--- config.mk ---
export PLATFORM = sky130hd
export DESIGN_NAME = ctech_lib_clk_div_mon
export DESIGN_NICKNAME = d
export VERILOG_FILES = /design/src/rtl/ctech_lib_clk_div_mon.sv
export SDC_FILE = /design/constraint.sdc
export NUM_CORES = 1
export LEC_CHECK = 0
export CORE_UTILIZATION = 41
export CTS_BUF_LIST = sky130_fd_sc_hd__clkbuf_4
export CTS_CLUSTER_DIAMETER = 50
export DETAILED_ROUTE_END_ITERATION = 10
export GPL_TIMING_DRIVEN = 0
export PLACE_DENSITY = 0.66
export RECOVER_POWER = 50
export SLEW_MARGIN = 20
export SYNTH_ARGS = -nofsm -noshare
export SYNTH_HDL_FRONTEND = slang
export SYNTH_SLANG_ARGS = --single-unit
--- constraint.sdc ---
create_clock -name clk -period 12.6 [get_ports clk]
set_input_delay 1.26 -clock clk [delete_from_list [all_inputs] [get_ports clk]]
set_output_delay 1.26 -clock clk [all_outputs]
set_load 0.01 [all_outputs]
--- src/rtl/ctech_lib_clk_div_mon.sv ---
// ctech_lib_clk_div_mon: measures the period of a flop-divided clock in clk cycles, tracks lock and errors.
// Define CTECH_CLK_DIV_MON_DUTY_EN to add the high-time (duty) check and the meas_high output.
module ctech_lib_clk_div_mon #(
  parameter int unsigned CW       = 8,
  parameter int unsigned LOCK_CNT = 4
) (
  input  logic          clk,
  input  logic          rst_b,
  input  logic          clkdiv_in,
  input  logic          enable,
  input  logic [CW-1:0] exp_period,
  input  logic [CW-1:0] tol,
  input  logic          err_clr,
  output logic [CW-1:0] meas_period,
  output logic          period_vld,
  output logic          locked,
  output logic          err,
`ifdef CTECH_CLK_DIV_MON_DUTY_EN
  output logic [CW-1:0] meas_high,
`endif
  output logic          err_sticky
);

  typedef enum logic [1:0] {ST_IDLE, ST_SYNC, ST_MEASURE, ST_LOCKED} state_e;

  localparam logic [CW-1:0] CNT_MAX  = '1;
  localparam logic [CW-1:0] CNT_ONE  = CW'(1);
  localparam logic [3:0]    LOCK_TGT = 4'(LOCK_CNT);

  state_e        state_q, state_d;
  logic          s1_q, s2_q, s3_q;
  logic [CW-1:0] cnt_q, cnt_d;
  logic [3:0]    good_q, good_d;
  logic [CW-1:0] meas_q, meas_d;
  logic          pv_q, pv_d;
  logic          locked_q, locked_d;
  logic          err_q, err_d;
  logic          sticky_q, sticky_d;
  logic          rise, stuck, period_ok, sample_ok;
  logic [CW:0]   per_w, exp_w, per_diff;

  assign rise  = s2_q & ~s3_q;
  assign stuck = (cnt_q == CNT_MAX);

  // One extra bit keeps cnt+1 and the absolute difference from wrapping.
  always_comb begin
    per_w     = {1'b0, cnt_q} + {1'b0, CNT_ONE};
    exp_w     = {1'b0, exp_period};
    per_diff  = (per_w >= exp_w) ? (per_w - exp_w) : (exp_w - per_w);
    period_ok = (per_diff <= {1'b0, tol});
  end

`ifdef CTECH_CLK_DIV_MON_DUTY_EN
  logic [CW-1:0] hi_q, hi_d;
  logic [CW-1:0] mhigh_q, mhigh_d;
  logic [CW:0]   high_w;
  logic [CW+1:0] dbl_high, per2_w, duty_diff;
  logic          duty_ok;

  // hi_q excludes the rise cycle itself, so the high time is hi_q+1.
  always_comb begin
    high_w    = {1'b0, hi_q} + {1'b0, CNT_ONE};
    dbl_high  = {high_w, 1'b0};
    per2_w    = {1'b0, per_w};
    duty_diff = (dbl_high >= per2_w) ? (dbl_high - per2_w) : (per2_w - dbl_high);
    duty_ok   = (duty_diff <= {2'b00, tol});
  end

  assign sample_ok = period_ok & duty_ok;

  always_comb begin
    hi_d    = hi_q;
    mhigh_d = mhigh_q;
    if (!enable || state_q == ST_IDLE) begin
      hi_d = '0;
    end else if (rise) begin
      hi_d = '0;
    end else if (s2_q && hi_q != CNT_MAX) begin
      hi_d = hi_q + CNT_ONE;
    end
    if (pv_d) begin
      mhigh_d = high_w[CW-1:0];
    end
  end

  always_ff @(posedge clk or negedge rst_b) begin
    if (!rst_b) begin
      hi_q    <= '0;
      mhigh_q <= '0;
    end else begin
      hi_q    <= hi_d;
      mhigh_q <= mhigh_d;
    end
  end

  assign meas_high = mhigh_q;
`else
  assign sample_ok = period_ok;
`endif

  always_comb begin
    state_d  = state_q;
    cnt_d    = cnt_q;
    good_d   = good_q;
    locked_d = locked_q;
    meas_d   = meas_q;
    pv_d     = 1'b0;
    err_d    = 1'b0;

    if (state_q != ST_IDLE) begin
      if (rise) begin
        cnt_d = '0;
      end else if (!stuck) begin
        cnt_d = cnt_q + CNT_ONE;
      end
    end

    case (state_q)
      ST_IDLE: begin
        if (enable) begin
          state_d = ST_SYNC;
        end
      end
      ST_SYNC: begin
        if (rise) begin
          state_d = ST_MEASURE;
        end
      end
      ST_MEASURE: begin
        if (stuck) begin
          err_d   = 1'b1;
          good_d  = '0;
          state_d = ST_SYNC;
        end else if (rise) begin
          pv_d   = 1'b1;
          meas_d = per_w[CW-1:0];
          if (sample_ok) begin
            good_d = good_q + 4'd1;
            if (good_q + 4'd1 == LOCK_TGT) begin
              locked_d = 1'b1;
              state_d  = ST_LOCKED;
            end
          end else begin
            err_d  = 1'b1;
            good_d = '0;
          end
        end
      end
      ST_LOCKED: begin
        if (stuck) begin
          err_d    = 1'b1;
          locked_d = 1'b0;
          good_d   = '0;
          state_d  = ST_SYNC;
        end else if (rise) begin
          pv_d   = 1'b1;
          meas_d = per_w[CW-1:0];
          if (!sample_ok) begin
            err_d    = 1'b1;
            locked_d = 1'b0;
            good_d   = '0;
            state_d  = ST_MEASURE;
          end
        end
      end
      default: state_d = ST_IDLE;
    endcase

    // Disable overrides everything except the held measurement.
    if (!enable) begin
      state_d  = ST_IDLE;
      cnt_d    = '0;
      good_d   = '0;
      locked_d = 1'b0;
      meas_d   = meas_q;
      pv_d     = 1'b0;
      err_d    = 1'b0;
    end

    sticky_d = err_d | (sticky_q & ~err_clr);
  end

  always_ff @(posedge clk or negedge rst_b) begin
    if (!rst_b) begin
      state_q  <= ST_IDLE;
      s1_q     <= 1'b0;
      s2_q     <= 1'b0;
      s3_q     <= 1'b0;
      cnt_q    <= '0;
      good_q   <= '0;
      meas_q   <= '0;
      pv_q     <= 1'b0;
      locked_q <= 1'b0;
      err_q    <= 1'b0;
      sticky_q <= 1'b0;
    end else begin
      state_q  <= state_d;
      s1_q     <= clkdiv_in;
      s2_q     <= s1_q;
      s3_q     <= s2_q;
      cnt_q    <= cnt_d;
      good_q   <= good_d;
      meas_q   <= meas_d;
      pv_q     <= pv_d;
      locked_q <= locked_d;
      err_q    <= err_d;
      sticky_q <= sticky_d;
    end
  end

  assign meas_period = meas_q;
  assign period_vld  = pv_q;
  assign locked      = locked_q;
  assign err         = err_q;
  assign err_sticky  = sticky_q;

endmodule

==> out/metrics.csv <==
stage,metric,value,unit
run_status,status,finished with violations,
run_status,violations,"max-capacitance violations, max-slew violations",
worst_setup_path,crit_buf_inv,1,
timing,hold_viol_final,0,
synth,synthFlopType,dfrtp_1,
worst_setup_path,max_stage_delay,0.47,ns
min_path,hp-start,s1_q$_DFF_PN0_,
min_path,hold_path_end,s2_q$_DFF_PN0_,
min_path,holdCritPathClass,flip-flop to flip-flop,
worst_setup_path,reg2reg_to,good_q[0]$_DFFE_PN0P_,
routing,vias,1975,
power_and_ir_drop,p_per_area,76.75,nW/um^2
min_path,holdPathStages,0,
timing,fin_tns_setup,0,ns
global_routing,grt_pass1_vias,1909,
clock_network,cts_tree,built,
place,place_congestion,0.8195,
place,io_buffers,31,
synth,synth_warnings,0,
synth,syn_nets,312,
synth,synth-edff-count,0,
place,dp_cells,365,
routing,via_per_inst,5.295,
timing,finalClockSkew,0.006131,ns
worst_setup_path,crit_type,flip-flop to flip-flop,
timing,post-route-period-util,41.36,%
clock_network,cts_buffers,5,
die,start_util,42.57,%
power_and_ir_drop,leakage,1.395,nW
synth,yosys_register_bits,29,
die,chipWidth,77.85,um
timing,tightest_slew,1.557,ns
worst_setup_path,reg2reg_from,cnt_q[0]$_DFFE_PN0P_,
routing,route.detailed.drc,0,
global_routing,grt_overflow,0,
routing,routedWlPerCell,12.74,um
die,die_h,77.85,um
finish,nets,350,
worst_setup_path,worst_setup_path_end_kind,flip-flop,
clock_network,insertion_delay,0.32,ns
timing,final_max_slew_viol_count,30,
finish,fillers,544,
die,core_area,5540,sq um
die,ios,33,
routing,firstDrtPassIters,4,
place,dp_hpwl,3724,um
timing,fmax,0.1919,GHz
finish,drive_gt1_share,8.306,%
global_routing,top_usage_layer,met2,
timing,fin_crit,5.211,ns
worst_setup_path,cp_top_family,compound AO/OA/AOI/OAI gates,
global_routing,use_met3,2.941,%
clock_network,ctsHoldBuffers,0,
worst_setup_path,r2r_cells,20,
synth,synth_area,2359,sq um
global_routing,grt_pass1_wl,8452,um
run,maxCapViolations,1,
finish,diodes,0,
routing,finalWirelength,4753,um
finish,final_util,50.68,%
clock_network,cts_resized,0,
worst_setup_path,arrival,5.48,ns
clock_network,cts_buffer_depth,2,
timing,max_slew_margin,-3.825,%
global_routing,gr-usage-met1,24.38,%
place,dpl_cell_area,2754,sq um
clock_network,root_buffer,clkbuf_4,
die,die-area,6060,sq um
synth,synth_cell_types,61,
power_and_ir_drop,vdd_drop_max,0.05848,mV
global_routing,grt_start_max_net_pins,30,
worst_setup_path,startpoint_type,flip-flop,
worst_setup_path,r2r_slack,7.39,ns
finish,final_cells,373,
clock_network,clk_pin_slew,0.10,ns
clock_network,htreeDepth,2,
synth,postSynthCellCount,262,
synth,ys_seq_area_share,30.77,%
global_routing,antenna_found_initial,0,
timing,rsz0062_at_grt,false,
timing,setup_viol,0,
clock_network,post-cts-setup-buffer-count,0,
routing,drt_iter0_markers,102,
worst_setup_path,crit_required,12.86,ns
worst_setup_path,cp_slowest_cell,dfrtp_1,
finish,area_delta_synth_final,19.04,%
worst_setup_path,cp_cell_sequence,ha_1 > and2_2 > and2_1 > xnor2_1 > inv_1 > ha_1 > a21o_1 > a21oi_1 > o311ai_4 > nor2_4 > mux2_1 > a21oi_1 > xnor2_1 > ha_1 > nand4_1 > a21oi_1 > o41ai_2 > o211ai_4 > o221ai_2 > mux2_2,
clock_network,cts_sinks,29,
global_routing,globalRouteTotalUtil,17.27,%
worst_setup_path,path_max_fanout,8,
synth,synth_area_per_cell,9.002,sq um
synth,postSynth.asyncResetShare,100.0,%
routing,ant_nets,0,
die,rows,27,
global_routing,grt_use_met2,27.61,%
finish,final_cell_area,2808,sq um
==> how the worst max path moves through the flow <==
stage,start,end,slack (ns),cells after the start
2_1_floorplan,cnt_q[0]$_DFFE_PN0P_,good_q[3]$_DFFE_PN0P_,8.08,21
3_3_place_gp,exp_period[6],good_q[0]$_DFFE_PN0P_,7.08,17
3_5_place_dp,exp_period[6],good_q[0]$_DFFE_PN0P_,7.11,17
4_1_cts,cnt_q[0]$_DFFE_PN0P_,good_q[0]$_DFFE_PN0P_,7.36,20
5_1_grt,cnt_q[0]$_DFFE_PN0P_,good_q[3]$_DFFE_PN0P_,6.99,20
6_report,cnt_q[0]$_DFFE_PN0P_,good_q[0]$_DFFE_PN0P_,7.39,20
==> routing by layer <==
| layer | up-vias | share of wire [%] |
|---|---|---|
| met2 | 38 | 45 |
| li1 | 999 | - |
| met1 | 936 | 52 |
| met3 | 2 | 2.7 |
| met4 | 0 | 0.21 |
| met5 | - | 0 |
==> synth_stat cells (2+ instances only) <==
library cell / count / area share [%]
nand2_1: 23 / 3.7
xnor2_1: 7 / 2.6
o211a_1: 2 / 0.85
dfrtp_1: 29 / 31
a31oi_1: 2 / 0.53
o21ai_0: 23 / 4.9
o22ai_1: 2 / 0.53
o31ai_1: 2 / 0.64
and2_1: 3 / 0.80
nor4_1: 2 / 0.53
fa_1: 2 / 1.7
nand4_1: 2 / 0.53
and3_1: 2 / 0.53
o21a_1: 3 / 0.95
nor2b_1: 3 / 0.80
ha_1: 27 / 14
a21oi_1: 16 / 3.4
nor2_1: 11 / 1.8
a21boi_0: 2 / 0.64
nand3_1: 11 / 2.3
nor3_1: 2 / 0.42
and2_2: 2 / 0.64
nand2b_1: 4 / 1.1
a21o_1: 3 / 0.95
xor2_1: 7 / 2.6
mux2i_1: 2 / 0.85
inv_1: 33 / 5.3
o21ai_1: 2 / 0.42
==> power by group <==
part | leakage, nW | internal [mW] | switching [mW]
logic | 0.967 | 0.0282 | 0.0334
clock network | 0.0354 | 0.0234 | 0.0316
registers | 0.393 | 0.0962 | 0.00265
==> state kept, by name, indices dropped and copies added, names as in the netlist <==
signal / count
s3_q: 1
s1_q: 1
err_sticky: 1
period_vld: 1
err: 1
good_q: 4
cnt_q: 8
meas_period: 8
state_q: 2
s2_q: 1
locked: 1
==> placed cells by master (no fill, tap or decap), types with 3 or more instances in the layout <==
cell,count
dfrtp_1,29
ha_1,27
o21ai_0,23
clkdlybuf4s50_1,29
xor2_1,7
nand2_1,23
nand2b_1,4
a21o_1,3
xnor2_1,7
inv_1,33
nor2b_1,3
clkbuf_4,6
nor2_1,11
o21a_1,3
a21oi_1,16
nand3_1,11
and2_1,3
==> area by class of cell <==
type                       count  area [sq um]  area share, %
inverter                      33         123.9          4.412
sequential                    29         725.7          25.85
multi-input combinational    196          1471          52.41
buffer                         4         37.54          1.337
clock buffer                   6         45.04          1.604
timing repair buffer          31         304.0          10.83
clock inverter                 2         10.01         0.3565
tap                           72         90.09          3.209
==> worst reg2reg max path: cells and delay by family (launching register included) <==
kind            cells  cell delay [ns]
compound gates      8             1.84
xor+xnor            2             0.39
fa+ha+maj           3             0.98
buf+inv             1             0.08
flops               1             0.47
mux                 2             0.57
simple gates        4             0.83
==> logic make-up after synthesis <==
family          synth area share, %
buf+inv                       6.843
mux                           1.804
simple gates                  16.66
xor+xnor                      5.199
compound gates                22.71
flops                         30.77
fa+ha+maj                     16.02
==> per-stage QoR <==
step                      power, mW  hold WS (ns)  worst slack, ns
after floorplan              0.1415        0.3312            8.075
after global routing         0.2318        0.3668            6.992
after global placement       0.1617        0.3318            7.083
after CTS                    0.2202        0.3601            7.364
final                        0.2155        0.3588            7.389
after detailed placement     0.1629        0.3372            7.110
No activity file was read; power rests on OpenSTA's default activity.
